[config.mk]
export PLATFORM = sky130hd
export DESIGN_NAME = i2c_ram_arbiter
export DESIGN_NICKNAME = d
export VERILOG_FILES = /design/src/rtl/i2c_state_pkg.sv /design/src/rtl/i2c_ram_arbiter.sv
export SDC_FILE = /design/constraint.sdc
export NUM_CORES = 1
export LEC_CHECK = 0
export ABC_CLOCK_PERIOD_IN_PS = 1750
export BUFFER_PORTS_ARGS = -buffer_cell sky130_fd_sc_hd__buf_4
export CELL_PAD_IN_SITES_DETAIL_PLACEMENT = 1
export CELL_PAD_IN_SITES_GLOBAL_PLACEMENT = 1
export CORE_MARGIN = 1
export CORE_UTILIZATION = 19
export CTS_CLUSTER_SIZE = 12
export DETAILED_ROUTE_END_ITERATION = 6
export GPL_TIMING_DRIVEN = 0
export HOLD_SLACK_MARGIN = 0.15
export PLACE_DENSITY = 0.9
export SLEW_MARGIN = 20
export SYNTH_ARGS = -nofsm -noshare
export SYNTH_HDL_FRONTEND = slang
export SYNTH_SLANG_ARGS = --single-unit
[constraint.sdc]
create_clock -name clk -period 1.75 [get_ports clk]
set_input_delay 0 -clock clk [delete_from_list [all_inputs] [get_ports clk]]
set_output_delay 0 -clock clk [all_outputs]
set_load 0.02 [all_outputs]
[src/rtl/i2c_state_pkg.sv]
// i2c_state_pkg: shared state encodings for the I2C subordinate blocks.
// Arbiter states are one-hot: each arb_state_t value is 1 << its arb_state_bit.
package i2c_state_pkg;

    typedef enum logic [2:0] {
        ARB_IDLE_B        = 3'd0,
        ARB_I2C_ACCESS_B  = 3'd1,
        ARB_HOST_ACCESS_B = 3'd2,
        ARB_I2C_RDATA_B   = 3'd3,
        ARB_HOST_RDATA_B  = 3'd4
    } arb_state_bit;

    typedef enum logic [4:0] {
        ARB_IDLE        = 5'd1 << ARB_IDLE_B,
        ARB_I2C_ACCESS  = 5'd1 << ARB_I2C_ACCESS_B,
        ARB_HOST_ACCESS = 5'd1 << ARB_HOST_ACCESS_B,
        ARB_I2C_RDATA   = 5'd1 << ARB_I2C_RDATA_B,
        ARB_HOST_RDATA  = 5'd1 << ARB_HOST_RDATA_B
    } arb_state_t;

endpackage

[src/rtl/i2c_ram_arbiter.sv]
// i2c_ram_arbiter: shares one single-port RAM between the I2C RAM FSM and the host port.
// Define I2C_RAM_ARB_RR_EN for round-robin ties instead of I2C priority with host anti-starvation.
module i2c_ram_arbiter
    import i2c_state_pkg::*;
#(
    parameter int ADDR_W        = 8,
    parameter int DATA_W        = 8,
    parameter int HOST_WAIT_MAX = 4
) (
    input  logic              clk,
    input  logic              reset_n,
    input  logic              i2c_req,
    input  logic              i2c_we,
    input  logic [ADDR_W-1:0] i2c_addr,
    input  logic [DATA_W-1:0] i2c_wdata,
    output logic              i2c_gnt,
    output logic              i2c_rvalid,
    output logic [DATA_W-1:0] i2c_rdata,
    input  logic              host_req,
    input  logic              host_we,
    input  logic [ADDR_W-1:0] host_addr,
    input  logic [DATA_W-1:0] host_wdata,
    output logic              host_gnt,
    output logic              host_rvalid,
    output logic [DATA_W-1:0] host_rdata,
    output logic              ram_en,
    output logic              ram_we,
    output logic [ADDR_W-1:0] ram_addr,
    output logic [DATA_W-1:0] ram_wdata,
    input  logic [DATA_W-1:0] ram_rdata,
    output logic [4:0]        arb_state
);

    arb_state_t state, state_nxt;
    logic       host_pick;

`ifdef I2C_RAM_ARB_RR_EN
    logic last_host;

    assign host_pick = host_req && (!i2c_req || !last_host);

    always_ff @(posedge clk)
        if (!reset_n)                  last_host <= 1'b1;
        else if (state == ARB_I2C_ACCESS)  last_host <= 1'b0;
        else if (state == ARB_HOST_ACCESS) last_host <= 1'b1;
`else
    localparam int               CNT_W   = $clog2(HOST_WAIT_MAX + 1);
    localparam logic [CNT_W-1:0] CNT_MAX = CNT_W'(HOST_WAIT_MAX);
    logic [CNT_W-1:0] wait_cnt;

    assign host_pick = host_req && (!i2c_req || wait_cnt == CNT_MAX);

    // counts host losses on ties; cleared whenever the host is granted
    always_ff @(posedge clk)
        if (!reset_n)
            wait_cnt <= '0;
        else if (state == ARB_IDLE && host_pick)
            wait_cnt <= '0;
        else if (state == ARB_IDLE && i2c_req && host_req && wait_cnt != CNT_MAX)
            wait_cnt <= wait_cnt + 1'b1;
`endif

    always_ff @(posedge clk)
        state <= !reset_n ? ARB_IDLE : state_nxt;

    assign arb_state = state;

    always_comb begin
        state_nxt   = ARB_IDLE;
        i2c_gnt     = 1'b0;
        i2c_rvalid  = 1'b0;
        i2c_rdata   = '0;
        host_gnt    = 1'b0;
        host_rvalid = 1'b0;
        host_rdata  = '0;
        ram_en      = 1'b0;
        ram_we      = 1'b0;
        ram_addr    = '0;
        ram_wdata   = '0;
        case (state)
            ARB_IDLE:
                if (i2c_req || host_req)
                    state_nxt = host_pick ? ARB_HOST_ACCESS : ARB_I2C_ACCESS;
            ARB_I2C_ACCESS: begin
                ram_en    = 1'b1;
                ram_we    = i2c_we;
                ram_addr  = i2c_addr;
                ram_wdata = i2c_wdata;
                i2c_gnt   = 1'b1;
                state_nxt = i2c_we ? ARB_IDLE : ARB_I2C_RDATA;
            end
            ARB_HOST_ACCESS: begin
                ram_en    = 1'b1;
                ram_we    = host_we;
                ram_addr  = host_addr;
                ram_wdata = host_wdata;
                host_gnt  = 1'b1;
                state_nxt = host_we ? ARB_IDLE : ARB_HOST_RDATA;
            end
            ARB_I2C_RDATA: begin
                i2c_rvalid = 1'b1;
                i2c_rdata  = ram_rdata;
            end
            ARB_HOST_RDATA: begin
                host_rvalid = 1'b1;
                host_rdata  = ram_rdata;
            end
            default: state_nxt = ARB_IDLE;
        endcase
    end

endmodule

# Yosys cells after proc, flatten, opt, wreduce, memory -nomap -nowiden
# Index checks and enable logic that the tools add are counted.
# word_totals
ff_bits	8
latch_bits	0
ramBits	0
mem_bits_ro	0
inputBits	46
wordCells	36
n_memories	0
# op_classes
addsub	1
multipliers	0
n_div	0
magnitude_cmp	0
eq_ne	7
shifts	0
n_mux	15
bitwise	1
n_reduce_logical	10
# ops
cell	count
$pmux 8 s2	2
$mux 8	2
$pmux 5 s3	1
$mux 3	2
$eq 5x1->1 const B	1
$eq 5x2->1 const B	1
$eq 5x3->1 const B	1
$eq 5x4->1 const B	1
$eq 5x5->1 const B	1
$logic_and 1x1->1	5
$mux 1	5
$mux 5	1
$mux 4	1
$reduce_or 2->1	2
$add 3x1->3 const B	1
$eq 3x3->1 const B	1
$ne 3x3->1 const B	1
$logic_or 1x1->1	2
$pmux 1 s2	1
$logic_not 1->1	1
$not 1->1	1

# Depth between registers and ports, before layout
# logic_depth
ltp_word	6
depth_mapped	6
mapped_depth_nobuf	6

# Least setup slack after synthesis
# OpenSTA, ideal clock, no wires.
# synth_path
path_type	register -> register
startpoint	register state[2] (netlist: arb_state[2])
endpoint	register state[0] (netlist: arb_state[0])
arrival_time_ns	1.739
required_ns	1.623
path_slack_ns	-0.116
stages_incl_launch_ff	5
synth_period_minus_slack_ns	1.866
cell_sequence	dfxtp_1 > xnor2_1 > nor4_1 > a21oi_1 > or3b_1
# synth_between
elab_chain_cells	2
# synth_rtl
item	line	source
from (decl)	i2c_ram_arbiter.sv:34	arb_state_t state, state_nxt;
from (signal assigned)	i2c_ram_arbiter.sv:64	state <= !reset_n ? ARB_IDLE : state_nxt;
$eq 5x3->1 (tied with other cells)	i2c_ram_arbiter.sv:80	case (state)
$pmux 5 s3 *	i2c_ram_arbiter.sv:80	
# Mark *: on every way between the ends. The rest lies on a longest branch, timed or not.
# A chain may end at the register's enable or synchronous reset.

# Worst setup path after layout
# layout_path
startpoint	register state[1] (netlist: arb_state[1])
endpoint	output host_rdata[0]
# layout_between
elab_chain_cells	2
# layout_rtl
item	line	source
$eq 5x5->1	i2c_ram_arbiter.sv:80	
$mux 8	i2c_ram_arbiter.sv:80	
to (decl)	i2c_ram_arbiter.sv:25	output logic [DATA_W-1:0] host_rdata,
# Every way passes these cells.

==> results.sh <==
export IMPL_required_ns=1.75
export IMPL_die_area_mm2=0.00386
export IMPL_grtUsageMet3_pct=4.23
export IMPL_top_usage_layer="met2"
export IMPL_fin_area_mm2=0.00162
export IMPL_synth_edf_count=0
export IMPL_final_cells=235
export IMPL_crit_buf_inv=2
export IMPL_outcome="complete, no violations"
export IMPL_pre_cts_slack_ns=0.0711
export IMPL_tightestPinTransition_ns=0.282
export IMPL_cp_start_kind="flop"
export IMPL_yosysSeqAreaShare_pct=23.3
export IMPL_clock_fmax_mhz=583
export IMPL_crit_path_top_delay_cell="or3_4"
export IMPL_synthCells=83
export IMPL_p_sw_uw=180
export IMPL_fin_skew_ns=0.00844
export IMPL_placed_area_mm2=0.00141
export IMPL_drt_initial_drc_count=10
export IMPL_numCtsBuffers=3
export IMPL_synth_cell_area_um2=687
export IMPL_gp_congestion=0.710
export IMPL_cts_tree="done"
export IMPL_antenna_found_initial=0
export IMPL_setup_viol=0
export IMPL_h_tree_depth=1
export IMPL_grt_pass1_wl_mm=4.79
export IMPL_post_drt_wl_per_cell_um=13.7
export IMPL_finalCriticalPeriod_ns=1.71
export IMPL_min_path_type="in -> out"
export IMPL_netlist_top_cells_area="dfxtp_1, a22o_1, and2_1, and3b_1, ha_1"
export IMPL_grt_ovfl_total=0
export IMPL_clkTransAtPathRegs_ns=0.06
export IMPL_grt_max_degree=11
export IMPL_io_buffers=88
export IMPL_place_inst=217
export IMPL_synth_common_cells="and2_1, a22o_1, dfxtp_1"
export IMPL_synth_top_area_share_pct=23.3
export IMPL_cts_buffer_depth=2
export IMPL_cts_root_buf="clkbuf_4"
export IMPL_area_growth_syn_to_layout_pct=136
export IMPL_seqPwrFrac_pct=34.3
export IMPL_power_density_mw_per_mm2=366
export IMPL_rr_worst_depth=5
export IMPL_worstPathMaxFanout=5
export IMPL_slowest_delay_ns=0.43
export IMPL_die_h_um=62.1
export IMPL_grt_use_met2_pct=28.7
export IMPL_worstSetupStartpoint="arb_state[1]"
export IMPL_syn_num_nets=131
export IMPL_dr_pass1_iters=2
export IMPL_initial_core_util_pct=20.3
export IMPL_cap_violations=0
export IMPL_core_mm2=0.00339
export IMPL_clock_sinks=8
export IMPL_power_switching_share_pct=30.3
export IMPL_pwr_share_comb_pct=41.5
export IMPL_vias_per_cell=4.62
export IMPL_crit_chain="or3_4 > nor3b_4 > clkbuf_2 > and2_1 > buf_4"
export IMPL_critPathTopFamily="simple AND/OR/NAND/NOR gates"
export IMPL_drive_gt1_share_pct=59.8
export IMPL_nets=239
export IMPL_min_path_cells=3
export IMPL_final_hold_violation_count=0
export IMPL_slew_violations=0
export IMPL_rows=21
export IMPL_synth_distinct_cells=24
export IMPL_fin_util_pct=47.8
export IMPL_worstSkewPairLatency_ns=0.26
export IMPL_drt_total_wl_mm=3.23
export IMPL_synthFlopType="dfxtp_1"
export IMPL_met1_usage_pct=16.3
export IMPL_async_flop_share_pct=0
export IMPL_path_depth=5
export IMPL_relSlewSlack_pct=81.1
export IMPL_io_pins=89
export IMPL_reg2reg_from="arb_state[3]"
export IMPL_critPathCaptureType="primary output"
export IMPL_synth_warning_count=0
export IMPL_antenna_cells=0
export IMPL_drc=0
export IMPL_ant_nets=0
export IMPL_die_x_um=62.1
export IMPL_crit_type="reg -> out"
export IMPL_avgSynthCellArea_um2=8.28
export IMPL_hp_start="ram_rdata[1]"
export IMPL_hpwlAfterDp_mm=2.48
export IMPL_cp_arrival_ns=1.71
export IMPL_yosys_area_top_type="dfxtp_1"
export IMPL_route_vias_total=1085
export IMPL_ir_worst_vdd_uv=214
export IMPL_track_usage_pct=15.2
export IMPL_yosysMostFrequentCell="and2_1"
export IMPL_p_leak_uw=0.000832
export IMPL_grt_pass1_vias=1040
export IMPL_setup_ws_ns=0.0355
export IMPL_synth_ff_latch_count=8
export IMPL_fill_cells=418
export IMPL_finalCritPeriodShare_pct=98.0
export IMPL_power_uw=593
export IMPL_p_clk_share_pct=24.2
export IMPL_p_int_uw=413
-- stage by stage --
step                      hold WS (ns)  TNS (ns)
after detailed placement         0.289         0
after global placement           0.289         0
final                            0.311         0
after global routing             0.330   -0.0417
after CTS                        0.313    -0.725
after floorplan                  0.140         0
-- cells by family (layout without fill, tap and decap cells) --
kind of cell	Yosys count	in the layout	synth area share [%]
AOI/OAI and AO/OA	23	23	27.9
xor gates and xnor gates	1	1	1.28
adders and majority gates	2	2	3.64
buffers and inverters	8	113	5.10
DFF	8	8	23.3
and+or+nand+nor	41	42	38.8
-- metal layers --
layer,part of all wire [%],vias to the layer above
li1,-,523
met2,54,65
met1,36,493
met4,0.93,0
met3,9.0,4
met5,0,-
-- registers in the layout, indices dropped and copies added, names as in the netlist --
| name | cells |
|---|---|
| arb_state | 5 |
| wait_cnt | 3 |
-- worst min-delay path, cell delays in order --
cell and delay [ns]:
buf_4 0.08, and2_1 0.10, buf_4 0.13
-- area by class of cell --
type                       count  area, um2  share of cell area (%)
buffer                         4       37.5                    2.32
clock buffer                   3       22.5                    1.39
inverter                       4       15.0                   0.927
multi-input combinational     68        533                    32.9
sequential                     8        171                    10.6
tap                           46       57.6                    3.55
timing repair buffer         102        783                    48.3
-- final timing paths --
check | endpoint | slack, ns
min | i2c_rdata[1] | 0.31
max reg2reg | arb_state[3] | 0.07
max | host_rdata[0] | 0.04
min reg2reg | wait_cnt[0] | 0.48
-- placed cells by master (no fill, tap or decap), types with 2 or more instances in the layout --
master / instances
nor3b_4: 2
nand2_1: 5
and3b_1: 3
dfxtp_4: 2
dlygate4sd3_1: 8
a22o_1: 17
or3_1: 2
and2_1: 18
buf_6: 2
inv_1: 4
a21boi_0: 2
a21oi_1: 2
dfxtp_1: 3
clkbuf_4: 3
ha_1: 2
dfxtp_2: 3
buf_4: 95
-- power by group through the flow --
stage / Sequential [uW] / Combinational (uW) / Clock [uW]
floorplan: 212 / 79.2 / 0
global placement: 207 / 210 / 0
detailed placement: 208 / 216 / 0
CTS: 204 / 232 / 150
global route: 205 / 264 / 155
finish: 203 / 246 / 143
-- timing repair --
| action | in CTS | in global routing |
|---|---|---|
| pin swaps | 0 | 6 |
| setup endpoints to repair | 26 | 28 |
| setup buffers | 0 | 6 |
| hold buffers | 8 | 0 |
| cloned | 0 | 1 |
| gates resized for setup | 6 | 12 |
| endpoints found under the hold margin | 8 | 0 |
Power figures use the tool's default switching activity.
